$ cat src/rtl/matrix_addr_gen_if.sv
// Command/status bundle between accelerator command logic and the matrix address generator.
// The master side drives strobes and configuration; the slave side returns RAM controls.
interface matrix_addr_gen_if #(
    parameter int ROW_W     = 10,
    parameter int COL_W     = 10,
    parameter int BANK_BITS = 4
);
    localparam int NBANK  = 2**BANK_BITS;
    localparam int ADDR_W = ROW_W - BANK_BITS + COL_W;

    logic [ROW_W-1:0]  cfg_rows;
    logic [COL_W-1:0]  cfg_cols;
    logic              we;
    logic              re;
    logic              rd_mode;
    logic              clr;
    logic [NBANK-1:0]  ram_sel;
    logic [ADDR_W-1:0] a;
    logic [NBANK-1:0]  we_out;
    logic              rd_valid;
    logic              rd_stall;
    logic              wr_done;
    logic              rd_done;

    modport master (
        output cfg_rows, cfg_cols, we, re, rd_mode, clr,
        input  ram_sel, a, we_out, rd_valid, rd_stall, wr_done, rd_done
    );

    modport slave (
        input  cfg_rows, cfg_cols, we, re, rd_mode, clr,
        output ram_sel, a, we_out, rd_valid, rd_stall, wr_done, rd_done
    );
endinterface

$ cat src/rtl/matrix_addr_gen.sv
// Banked matrix RAM address generator: independent 2-D read/write walkers, write-priority
// arbitration, optional column-major reads, one-cycle registered RAM controls.
module matrix_addr_gen #(
    parameter int ROW_W     = 10,
    parameter int COL_W     = 10,
    parameter int BANK_BITS = 4
) (
    input  logic            CLK,
    input  logic            RST_L,
    matrix_addr_gen_if.slave bus
);
    localparam int NBANK  = 2**BANK_BITS;
    localparam int LOC_W  = ROW_W - BANK_BITS;
    localparam int ADDR_W = LOC_W + COL_W;

    logic [ROW_W-1:0]     r_wr_row, r_rd_row;
    logic [COL_W-1:0]     r_wr_col, r_rd_col;
    logic                 r_mode;

    logic                 w_wr_acc, w_rd_acc, w_stall;
    logic                 w_rd_origin, w_mode;
    logic                 w_wr_last, w_rd_last;
    logic [ROW_W-1:0]     w_wr_row_nx, w_rd_row_nx, w_acc_row;
    logic [COL_W-1:0]     w_wr_col_nx, w_rd_col_nx, w_acc_col;
    logic [BANK_BITS-1:0] w_bank;
    logic [NBANK-1:0]     w_onehot;

    always_comb begin
        w_wr_acc    = bus.we & ~bus.clr;
        w_rd_acc    = bus.re & ~bus.we & ~bus.clr;
        w_stall     = bus.re & bus.we & ~bus.clr;
        w_rd_origin = (r_rd_row == '0) && (r_rd_col == '0);
        // The read at the origin both latches the mode and steps using it.
        w_mode      = w_rd_origin ? bus.rd_mode : r_mode;
        w_wr_last   = (r_wr_row == bus.cfg_rows) && (r_wr_col == bus.cfg_cols);
        w_rd_last   = (r_rd_row == bus.cfg_rows) && (r_rd_col == bus.cfg_cols);

        // Write walker, row-major. >= keeps a counter stranded past a shrunk cfg from running away.
        w_wr_row_nx = r_wr_row;
        w_wr_col_nx = r_wr_col + 1'b1;
        if (r_wr_col >= bus.cfg_cols) begin
            w_wr_col_nx = '0;
            w_wr_row_nx = (r_wr_row >= bus.cfg_rows) ? '0 : r_wr_row + 1'b1;
        end

        w_rd_row_nx = r_rd_row;
        w_rd_col_nx = r_rd_col;
        if (!w_mode) begin
            w_rd_col_nx = r_rd_col + 1'b1;
            if (r_rd_col >= bus.cfg_cols) begin
                w_rd_col_nx = '0;
                w_rd_row_nx = (r_rd_row >= bus.cfg_rows) ? '0 : r_rd_row + 1'b1;
            end
        end else begin
            w_rd_row_nx = r_rd_row + 1'b1;
            if (r_rd_row >= bus.cfg_rows) begin
                w_rd_row_nx = '0;
                w_rd_col_nx = (r_rd_col >= bus.cfg_cols) ? '0 : r_rd_col + 1'b1;
            end
        end

        w_acc_row = w_wr_acc ? r_wr_row : r_rd_row;
        w_acc_col = w_wr_acc ? r_wr_col : r_rd_col;
        w_bank    = w_acc_row[ROW_W-1 -: BANK_BITS];
        w_onehot  = '0;
        w_onehot[w_bank] = 1'b1;
    end

    always_ff @(posedge CLK or negedge RST_L) begin
        if (!RST_L) begin
            r_wr_row <= '0;
            r_wr_col <= '0;
            r_rd_row <= '0;
            r_rd_col <= '0;
            r_mode   <= 1'b0;
        end else if (bus.clr) begin
            r_wr_row <= '0;
            r_wr_col <= '0;
            r_rd_row <= '0;
            r_rd_col <= '0;
        end else begin
            if (w_wr_acc) begin
                r_wr_row <= w_wr_row_nx;
                r_wr_col <= w_wr_col_nx;
            end
            if (w_rd_acc) begin
                r_rd_row <= w_rd_row_nx;
                r_rd_col <= w_rd_col_nx;
                if (w_rd_origin) r_mode <= bus.rd_mode;
            end
        end
    end

    always_ff @(posedge CLK or negedge RST_L) begin
        if (!RST_L) begin
            bus.ram_sel  <= '0;
            bus.we_out   <= '0;
            bus.a        <= '0;
            bus.rd_valid <= 1'b0;
            bus.rd_stall <= 1'b0;
            bus.wr_done  <= 1'b0;
            bus.rd_done  <= 1'b0;
        end else begin
            bus.ram_sel  <= (w_wr_acc | w_rd_acc) ? w_onehot : '0;
            bus.we_out   <= w_wr_acc ? w_onehot : '0;
            if (w_wr_acc | w_rd_acc)
                bus.a    <= ADDR_W'({w_acc_row[LOC_W-1:0], w_acc_col});
            bus.rd_valid <= w_rd_acc;
            bus.rd_stall <= w_stall;
            bus.wr_done  <= w_wr_acc & w_wr_last;
            bus.rd_done  <= w_rd_acc & w_rd_last;
        end
    end
endmodule

$ cat src/flat_wrapper.sv
// flat-port wrapper written by rule: the top's interface ports become plain ports
module matrix_addr_gen_flat 
#(
    parameter int ROW_W     = 10,
    parameter int COL_W     = 10,
    parameter int BANK_BITS = 4
)
  (CLK, RST_L, bus_cfg_rows, bus_cfg_cols, bus_we, bus_re, bus_rd_mode, bus_clr, bus_ram_sel, bus_a, bus_we_out, bus_rd_valid, bus_rd_stall, bus_wr_done, bus_rd_done);
  matrix_addr_gen_if #(.ROW_W(ROW_W), .COL_W(COL_W), .BANK_BITS(BANK_BITS)) bus_i ();
  input  logic CLK;
  input  logic RST_L;
  input wire logic [$bits(bus_i.cfg_rows)-1:0] bus_cfg_rows;
  input wire logic [$bits(bus_i.cfg_cols)-1:0] bus_cfg_cols;
  input wire logic [$bits(bus_i.we)-1:0] bus_we;
  input wire logic [$bits(bus_i.re)-1:0] bus_re;
  input wire logic [$bits(bus_i.rd_mode)-1:0] bus_rd_mode;
  input wire logic [$bits(bus_i.clr)-1:0] bus_clr;
  output wire logic [$bits(bus_i.ram_sel)-1:0] bus_ram_sel;
  output wire logic [$bits(bus_i.a)-1:0] bus_a;
  output wire logic [$bits(bus_i.we_out)-1:0] bus_we_out;
  output wire logic [$bits(bus_i.rd_valid)-1:0] bus_rd_valid;
  output wire logic [$bits(bus_i.rd_stall)-1:0] bus_rd_stall;
  output wire logic [$bits(bus_i.wr_done)-1:0] bus_wr_done;
  output wire logic [$bits(bus_i.rd_done)-1:0] bus_rd_done;
  assign bus_i.cfg_rows = bus_cfg_rows;
  assign bus_i.cfg_cols = bus_cfg_cols;
  assign bus_i.we = bus_we;
  assign bus_i.re = bus_re;
  assign bus_i.rd_mode = bus_rd_mode;
  assign bus_i.clr = bus_clr;
  assign bus_ram_sel = bus_i.ram_sel;
  assign bus_a = bus_i.a;
  assign bus_we_out = bus_i.we_out;
  assign bus_rd_valid = bus_i.rd_valid;
  assign bus_rd_stall = bus_i.rd_stall;
  assign bus_wr_done = bus_i.wr_done;
  assign bus_rd_done = bus_i.rd_done;
  matrix_addr_gen #(.ROW_W(ROW_W), .COL_W(COL_W), .BANK_BITS(BANK_BITS)) u_core (.CLK(CLK), .RST_L(RST_L), .bus(bus_i));
endmodule
$ cat config.mk
export PLATFORM = sky130hd
export DESIGN_NAME = matrix_addr_gen_flat
export DESIGN_NICKNAME = d
export VERILOG_FILES = /design/src/rtl/matrix_addr_gen_if.sv /design/src/rtl/matrix_addr_gen.sv /design/src/flat_wrapper.sv
export SDC_FILE = /design/constraint.sdc
export NUM_CORES = 1
export LEC_CHECK = 0
export ABC_AREA = 1
export CORE_MARGIN = 4
export CORE_UTILIZATION = 58
export DETAILED_ROUTE_END_ITERATION = 7
export GPL_ROUTABILITY_DRIVEN = 0
export PLACE_DENSITY = 0.84
export SYNTH_ARGS = -nofsm -noshare
export SYNTH_HDL_FRONTEND = slang
export SYNTH_SLANG_ARGS = --single-unit
$ cat constraint.sdc
create_clock -name CLK -period 2.75 [get_ports CLK]
set_clock_uncertainty 0.05 [all_clocks]
set_input_delay 0.55 -clock CLK [delete_from_list [all_inputs] [get_ports CLK]]
set_output_delay 0.55 -clock CLK [all_outputs]
set_load 0.1 [all_outputs]
* After elaboration in Yosys (flattened, before gate mapping)
Cells that the tools add are included.
Widths: inputs -> output; s select.
** Word-level totals
- Register bits :: 93
- Output and inout port bits :: 52
- Word-level logic and storage cells :: 75
** Cells by class
- $add $sub $neg :: 4
- Magnitude comparators :: 6
- Equality and inequality tests :: 5
- Mux-type cells :: 24
- Bitwise gates (word level) :: 10
- Reduce and logical (&&, ||, !) cells :: 14
** Operators with widths (count)
- $mux 10 :: 19
- $add 10x1->10 const B :: 4
- $eq 10x10->1 :: 4
- $ge 10x10->1 :: 4
- $mux 16 :: 2
- $logic_not 10->1 :: 2
- $reduce_and 2->1 :: 4
- $and 1x1->1 :: 7
- $reduce_bool 2->1 :: 3
- $lt 4x5->1 const B :: 1
- $demux 1 s4 :: 1
- $ge 4x1->1 const B :: 1
- $logic_and 1x1->1 :: 4
- $ne 3x3->1 const B :: 1
- $reduce_bool 3->1 :: 1
- $mux 1 :: 2
- $not 1->1 :: 2
- $or 1x1->1 :: 1

* Depth between registers and ports, before layout
Gate-level depths: netlist of the first run.
- Depth after elaboration :: 8
- Depth in mapped cells :: 13
- Gate-level depth less buffers :: 13

* Least setup slack after synthesis of the first run
OpenSTA, ideal clock, no wires.
- Path type :: input-to-reg
- Start :: input bus_cfg_cols[9]
- End :: register u_core.r_rd_row[7]
- Library setup time :: 0.117 ns
- Data arrival time :: 1.800 ns
- Data required time :: 2.583 ns
- Setup slack :: 0.783 ns
- Cell stages on the path :: 11
- Buffers on the path :: 1
- Path through :: inv_1 > ha_1 > nand2_1 > inv_1 > a21oi_1 > nand3_2 > inv_1 > nand2_1 > buf_6 > nand3_1 > nand2_1
** Between the ends
- Cells in the longest elaborated chain, start to end :: 3
** RTL lines
- from (decl) :: line flat_wrapper.sv:13 : input wire logic [$bits(bus_i.cfg_cols)-1:0] bus_cfg_cols;
- $ge 10x10->1 :: line matrix_addr_gen.sv:50 : if (r_rd_col >= bus.cfg_cols) begin
- $reduce_bool 3->1 (no source line)
- $reduce_and 2->1 (no source line)
- to (signal assigned) :: line matrix_addr_gen.sv:87 : r_rd_row <= w_rd_row_nx;
- to (decl) :: line matrix_addr_gen.sv:16 : logic [ROW_W-1:0] r_wr_row, r_rd_row;
No other way between the ends.
A chain may end at the register's enable or synchronous reset.

* Worst setup path after layout of the first run
- Start :: input bus_cfg_rows[9]
- End :: register u_core.r_rd_col[1]
** Between the ends
- Cells in the longest elaborated chain, start to end :: 3
** RTL lines
- from (decl) :: line flat_wrapper.sv:12 : input wire logic [$bits(bus_i.cfg_rows)-1:0] bus_cfg_rows;
- $ge 10x10->1 :: line matrix_addr_gen.sv:56 : if (r_rd_row >= bus.cfg_rows) begin
- $ne 3x3->1 (no source line)
- $reduce_and 2->1 (no source line)
- to (signal assigned) :: line matrix_addr_gen.sv:88 : r_rd_col <= w_rd_col_nx;
- to (decl) :: line matrix_addr_gen.sv:17 : logic [COL_W-1:0] r_wr_col, r_rd_col;
No other way between the ends.

==> results of run 1 <==
[critical path: cells and delay by family]
family,cells,cell delay (ns)
adder cells (fa/ha/maj),1,0.30
AO/OA/AOI/OAI,1,0.30
buffers and inverters,3,0.55
AND/OR/NAND/NOR,7,0.84
[cell usage in the layout (no fill, tap or decap)]
cell             synthesis  layout
nand3_1                 59      59
nand2_1                228     228
o211ai_1                 1       1
xnor2_1                  4       4
buf_12                   0       2
nor3_1                   6       6
clkinv_4                 0       1
and2_1                   1       1
nor2_2                  10      10
o21ai_0                 31      31
a31oi_1                  1       1
o21ai_2                  4       4
o21ai_1                  3       3
a21oi_1                 15      15
inv_2                    6       6
o21a_1                   1       1
o22ai_1                  1       1
nor3_2                   1       1
nand4_1                  9       9
inv_6                    0       2
or4_1                    1       1
nand3b_1                 2       2
dfrtp_1                 93      93
o31ai_1                  1       1
nor2_4                   2       2
inv_4                    1       1
xor2_1                  14      14
nor2_1                 123     123
ha_1                    46      46
nand2_2                  1       1
inv_1                   81      81
nand3_2                  1       1
bufinv_16                0       1
clkinvlp_4               0       2
buf_4                    3      65
clkdlybuf4s50_1          0      24
clkbuf_8                 0       9
[Yosys cell counts, drive strengths merged (2+ instances only)]
cell	count	area [um2]
clkbuf	11	41.3
dfrtp	93	2330
inv	88	333
a21oi	15	75.1
xnor2	4	35.0
ha	46	576
nand3	60	305
nand3b	2	15.0
buf	11	75.1
nand2	229	862
xor2	14	123
o21ai	38	205
nor2	135	547
nor3	7	40.0
nand4	9	56.3
[registers in the layout, indices dropped and copies added (netlist names), 10 cells and up]
| name | cells |
|---|---|
| u_core.bus.a | 16 |
| u_core.bus.ram_sel | 16 |
| u_core.bus.we_out | 16 |
| u_core.r_rd_col | 10 |
| u_core.r_rd_row | 10 |
| u_core.r_wr_col | 10 |
| u_core.r_wr_row | 10 |
[final timing paths]
kind | to | depth (start not counted) | slack [ns] | startpoint
worst max-delay path | u_core.r_rd_col[1] | 12 | 0.44 | bus_cfg_rows[9]
worst min-delay path | u_core.r_wr_col[1] | 1 | 0.20 | RST_L
worst max register to register | u_core.r_rd_col[1] | 10 | 0.65 | u_core.r_rd_row[7]
worst min register to register | u_core.bus.a[9] | 2 | 0.45 | u_core.bus.a[9]
max in group asynchronous | u_core.r_rd_row[7] | 2 | 1.82 | RST_L
min in group CLK | u_core.bus.a[9] | 2 | 0.45 | u_core.bus.a[9]
[metrics by stage]
stage               hold slack (ns)  util [%]  setup slack, ns  total power [mW]  instances
global route                  0.250      71.2            0.267              3.90        982
CTS                           0.217      71.2            0.443              3.70        982
global placement              0.417      69.1            0.159              2.75        967
floorplan                     0.204         -            0.783              2.45        769
finish                        0.200      71.2            0.443              3.69        982
detailed placement            0.434      69.1           0.0720              2.80        967
[cell type report]
type | count | area, um2
clock inverters | 6 | 71.3
repair buffers | 91 | 768
fillers | 779 | 2700
inverters | 88 | 333
multi-input cells | 566 | 2890
clock buffers | 9 | 124
well taps | 129 | 161
flip-flops and latches | 93 | 2330
[logic make-up after synthesis]
family,count (synthesis),share of synthesized area (%)
AND/OR/NAND/NOR,444,32.5
buffers and inverters,110,7.93
flip-flops,93,41.1
AO/OA/AOI/OAI,58,5.57
adder cells (fa/ha/maj),46,10.2
XOR/XNOR,18,2.78
[layer usage]
metal | up-vias | GRT usage, % | share of wire (%)
met5 | - | 0 | 0
met4 | 0 | 9.59 | 2.9
met3 | 39 | 2.59 | 6.1
met2 | 200 | 40.5 | 47
met1 | 2457 | 33.9 | 44
li1 | 2587 | - | -
[power breakdown]
| part | switching, mW | total (mW) | leakage (nW) | internal, mW |
|---|---|---|---|---|
| clock network | 0.496 | 0.920 | 0.0923 | 0.423 |
| logic | 0.823 | 1.17 | 2.19 | 0.344 |
| registers | 0.139 | 1.60 | 1.27 | 1.47 |
==> flow_summary.toml, run 1 <==
[detailed_routing]
ant_nets = 0
initialDrtViolationCount = 437
wire_per_inst_um = 14.0
drc = 0
drt_first_pass_iters = 5
vias = 5283
vias_per_cell = 5.38
wirelength_mm = 13.8

[synthesis]
yosys_register_bits = 93
ys_warn_count = 0
netlist_instances = 769
synth_edf_count = 0
avgSynthCellArea_um2 = 7.37
synth_flop_cell = "dfrtp_1"
ys_types = 33
syn_nets = 841
ys_seq_area_share_pct = 41.1
synthArstFlopShare_pct = 100
syn-cell-area_um2 = 5660

[cts]
clk_path_buf_depth = 2
hold_buffers = 0
cts_tree = "built"
root_buffer = "clkbuf_8"
clk_latency_ns = 0.36
cts_setup_buffers = 0
cts_sinks = 93
clk_pin_slew_ns = 0.10
numCtsBuffers = 9
htree_levels = 3
cts_resized = 0

[finish]
final_nets = 921
drive_gt1_share_pct = 12.7
fin_area_um2 = 6670
diodes = 0
area_growth_pct = 17.8

[sta]
fin_crit_sh_pct = 83.9
final.setup.tns_ns = 0
worst-slew-pin-transition_ns = 0.743
grt_setup_unrepaired = "false"
drv_slew = 0
maxSlewHeadroom_pct = 50.5
setup_viol = 0
clock.fmax_ghz = 0.433
fin_crit_ns = 2.31
finalHoldViolCount = 0

[run]
cap_violations = 0

[floorplan]
die_w_um = 107
die_y_um = 107
core_um2 = 9370
rows = 35
start_util_pct = 60.4
die_area_um2 = 11400
io_pins = 78

[power_and_ir_drop]
power.density_nw_per_um2 = 553
ir_drop_v = 0.000482
p_leak_nw = 3.55

[critical_path]
crit_path_cell_trace = "clkdlybuf4s50_1, inv_1, ha_1, nand2_1, inv_1, a21oi_1, nand2_1, nor2_1, nand3_1, nand2_1, nand2_1, nand2_1"
cpPeakStageDelay_ns = 0.45
end_kind = "flop"
crit_slowest_cell = "clkdlybuf4s50_1"
critPathArrivalTime_ns = 2.55
path_max_fanout = 10
crit_required_ns = 3.00
worst_setup_path_start_kind = "input pin"
crit_top_cell = "nand2_1"
worstSetupPathType = "input pin to flop"

[place]
place_area_um2 = 6480
io_buffers = 77
hpwl_mm = 10.9

[global_routing]
grt_pass1_wl_mm = 22.7
grt_pass1_vias = 4907
overflow = 0
track_usage_pct = 24.7
grt_max_degree = 62
antenna_found_initial = 0

[run_status]
status = "complete, no violations"

[hold_path]
worstHoldPathType = "input pin to asynchronous set/reset pin"
Note: power is estimated with default switching activity, not from simulation.
==> run 2, diff against run 1 <==
--- a/config.mk
+++ b/config.mk
@@ -7,10 +7,10 @@
 export LEC_CHECK = 0
 export ABC_AREA = 1
 export CORE_MARGIN = 4
-export CORE_UTILIZATION = 58
+export CORE_UTILIZATION = 50
 export DETAILED_ROUTE_END_ITERATION = 7
 export GPL_ROUTABILITY_DRIVEN = 0
-export PLACE_DENSITY = 0.84
+export PLACE_DENSITY = 0.77
 export SYNTH_ARGS = -nofsm -noshare
 export SYNTH_HDL_FRONTEND = slang
 export SYNTH_SLANG_ARGS = --single-unit
==> constraint.sdc (replaced) <==
create_clock -name CLK -period 2.1 [get_ports CLK]
set_clock_uncertainty 0.05 [all_clocks]
set_input_delay 0.42 -clock CLK [delete_from_list [all_inputs] [get_ports CLK]]
set_output_delay 0.42 -clock CLK [all_outputs]
set_load 0.1 [all_outputs]
==> run 2 against run 1 <==
  * The flow now finishes with violations (hold timing)
  * Sequential power up 28%
  * Final area up 11%
  * Sequential cell count unchanged
  * Core utilization down 3.5 points
  * Register-to-register slack worse by 0.47 ns
  * Worst hold slack worse by 0.21 ns
  * Routed wire length up 13%
  * Cell count up 7.5%
  * Global-route usage down 0.47 points
  * Via count up 5.1%
  * Clock power up 65%
==> flow_summary.toml, run 2 (same netlist as run 1, synthesis figures left out) <==
[finish]
area_growth_pct = 31.3
drive_gt1_share_pct = 20.7
diodes = 0
seq_area_um2 = 2330
fin_cells = 1056
final_common_cell = "nand2_1"
multiInputGateArea_um2 = 3000
postLayoutCoreUtil_pct = 67.7
top_regs = "u_core.bus.a (16), u_core.bus.ram_sel (16), u_core.bus.we_out (16)"
final_nets = 983
fillers = 862
final_cell_mix = "nand2_1 (223), nor2_1 (118), buf_4 (118), dfrtp_1 (93), inv_1 (80)"

[place]
placedCellCount = 1037
hpwl_mm = 12.0
io_buffers = 77
dp_slack_ns = -0.391

[power_and_ir_drop]
power_mw = 5.42
p_seq_share_pct = 37.8
power.density_nw_per_um2 = 728
p_sw_mw = 2.07
swShare_pct = 38.1
p_comb_share_pct = 34.0
p_clk_share_pct = 28.1
p_int_mw = 3.35
p_leak_nw = 3.95
ir_drop_v = 0.000649

[cts]
hold_buffers = 0
cts_tree = "built"
htree_levels = 3
root_buffer = "clkbuf_16"
clk_path_buf_depth = 2
cts_sinks = 93
numCtsBuffers = 9
clk_pin_slew_ns = 0.07
clk_latency_ns = 0.35

[run]
cap_violations = 0

[detailed_routing]
wirelength_mm = 15.5
drt_first_pass_iters = 7
vias = 5553
ant_nets = 0
drc = 0
vias_per_cell = 5.26
wire_per_inst_um = 14.7
initialDrtViolationCount = 397

[critical_path]
end_kind = "flop"
crit_required_ns = 2.34
worst_setup_path_start_kind = "input pin"
path_max_fanout = 10
worstSetupPathType = "input pin to flop"
critPathArrivalTime_ns = 2.25

[hold_path]
worstHoldPathType = "input pin to asynchronous set/reset pin"

[run_status]
status = "complete, but fails checks"
failed_checks = "hold timing"

[global_routing]
antenna_found_initial = 0
grt_max_degree = 35
track_usage_pct = 24.2
grt_pass1_wl_mm = 25.2
overflow = 0
grt_pass1_vias = 5344

[floorplan]
start_util_pct = 51.6
die_area_um2 = 13100
io_pins = 78
die_w_um = 114
die_y_um = 114
rows = 38
core_um2 = 11000

[sta]
timing.hold.ws_ns = -0.0131
clock.fmax_ghz = 0.497
fin_crit_ns = 2.01
finalHoldViolCount = 14
maxSlewHeadroom_pct = 61.3
fin_crit_sh_pct = 95.7
worst-slew-pin-transition_ns = 0.577
drv_slew = 0
setup_viol = 0
layout_setup_ws_ns = 0.0898
==> run 2: area by class of cell <==
cell class,count,area share (%)
Inverter,88,4.48
Clock inverter,5,0.488
Multi-Input combinational cell,566,40.4
Sequential cell,93,31.3
Clock buffer,11,3.13
Tap cell,140,2.36
Timing Repair Buffer,153,17.9
==> run 2: worst paths after layout <==
| check | endpoint | cells after the start | from | slack (ns) |
|---|---|---|---|---|
| max | u_core.r_rd_col[1] | 13 | bus_cfg_rows[9] | 0.09 |
| min | u_core.bus.we_out[3] | 1 | RST_L | -0.01 |
| max reg2reg | u_core.r_rd_col[1] | 11 | u_core.r_rd_row[9] | 0.18 |
| min reg2reg | u_core.bus.a[5] | 2 | u_core.bus.a[5] | 0.45 |
| max in group asynchronous | u_core.r_wr_row[8] | 2 | RST_L | 1.47 |
| min in group CLK | u_core.bus.a[5] | 2 | u_core.bus.a[5] | 0.45 |
==> run 2: what timing repair did <==
item / CTS / global route
pin swaps: 0 / 4
endpoints found under the setup margin: 6 / 38
gates cloned: 0 / 1
buffers inserted: 0 / 2
gates resized for setup: 2 / 28
==> run 2: layer usage <==
layer | track usage [%] | vias up | part of all wire [%]
met2 | 40.2 | 248 | 47
met3 | 3.54 | 28 | 7.9
met1 | 32.7 | 2569 | 43
li1 | - | 2708 | -
met4 | 8.00 | 0 | 2.2
met5 | 0 | - | 0
==> run 2: worst max-delay path, stage by stage <==
cell and delay [ns]:
clkdlybuf4s50_1 0.45, inv_1 0.05, ha_1 0.31, nand2_2 0.11, inv_1 0.06, a21oi_2 0.20, nand2_1 0.10, nor2_2 0.10
nand3_2 0.10, nand2_2 0.10, buf_12 0.13, nand2_1 0.05, nand2_1 0.06
==> run 2: per-stage QoR <==
step                hold slack (ns)  cell area (um2)  TNS, ns
finish                      -0.0131             7440        0
global route                 0.0174             7440   -0.260
CTS                         0.00148             7270        0
detailed placement            0.372             7000   -12.52
global placement              0.361             7000   -10.77
floorplan                    0.0744             5660        0
==> run 2: power groups by stage <==
| stage | combinational, mW | sequential [mW] | clock (mW) |
|---|---|---|---|
| floorplan | 0.701 | 2.51 | 0 |
| global placement | 1.70 | 2.07 | 0 |
| detailed placement | 1.76 | 2.08 | 0 |
| CTS | 1.77 | 2.04 | 1.54 |
| global route | 2.01 | 2.06 | 1.62 |
| finish | 1.84 | 2.05 | 1.52 |
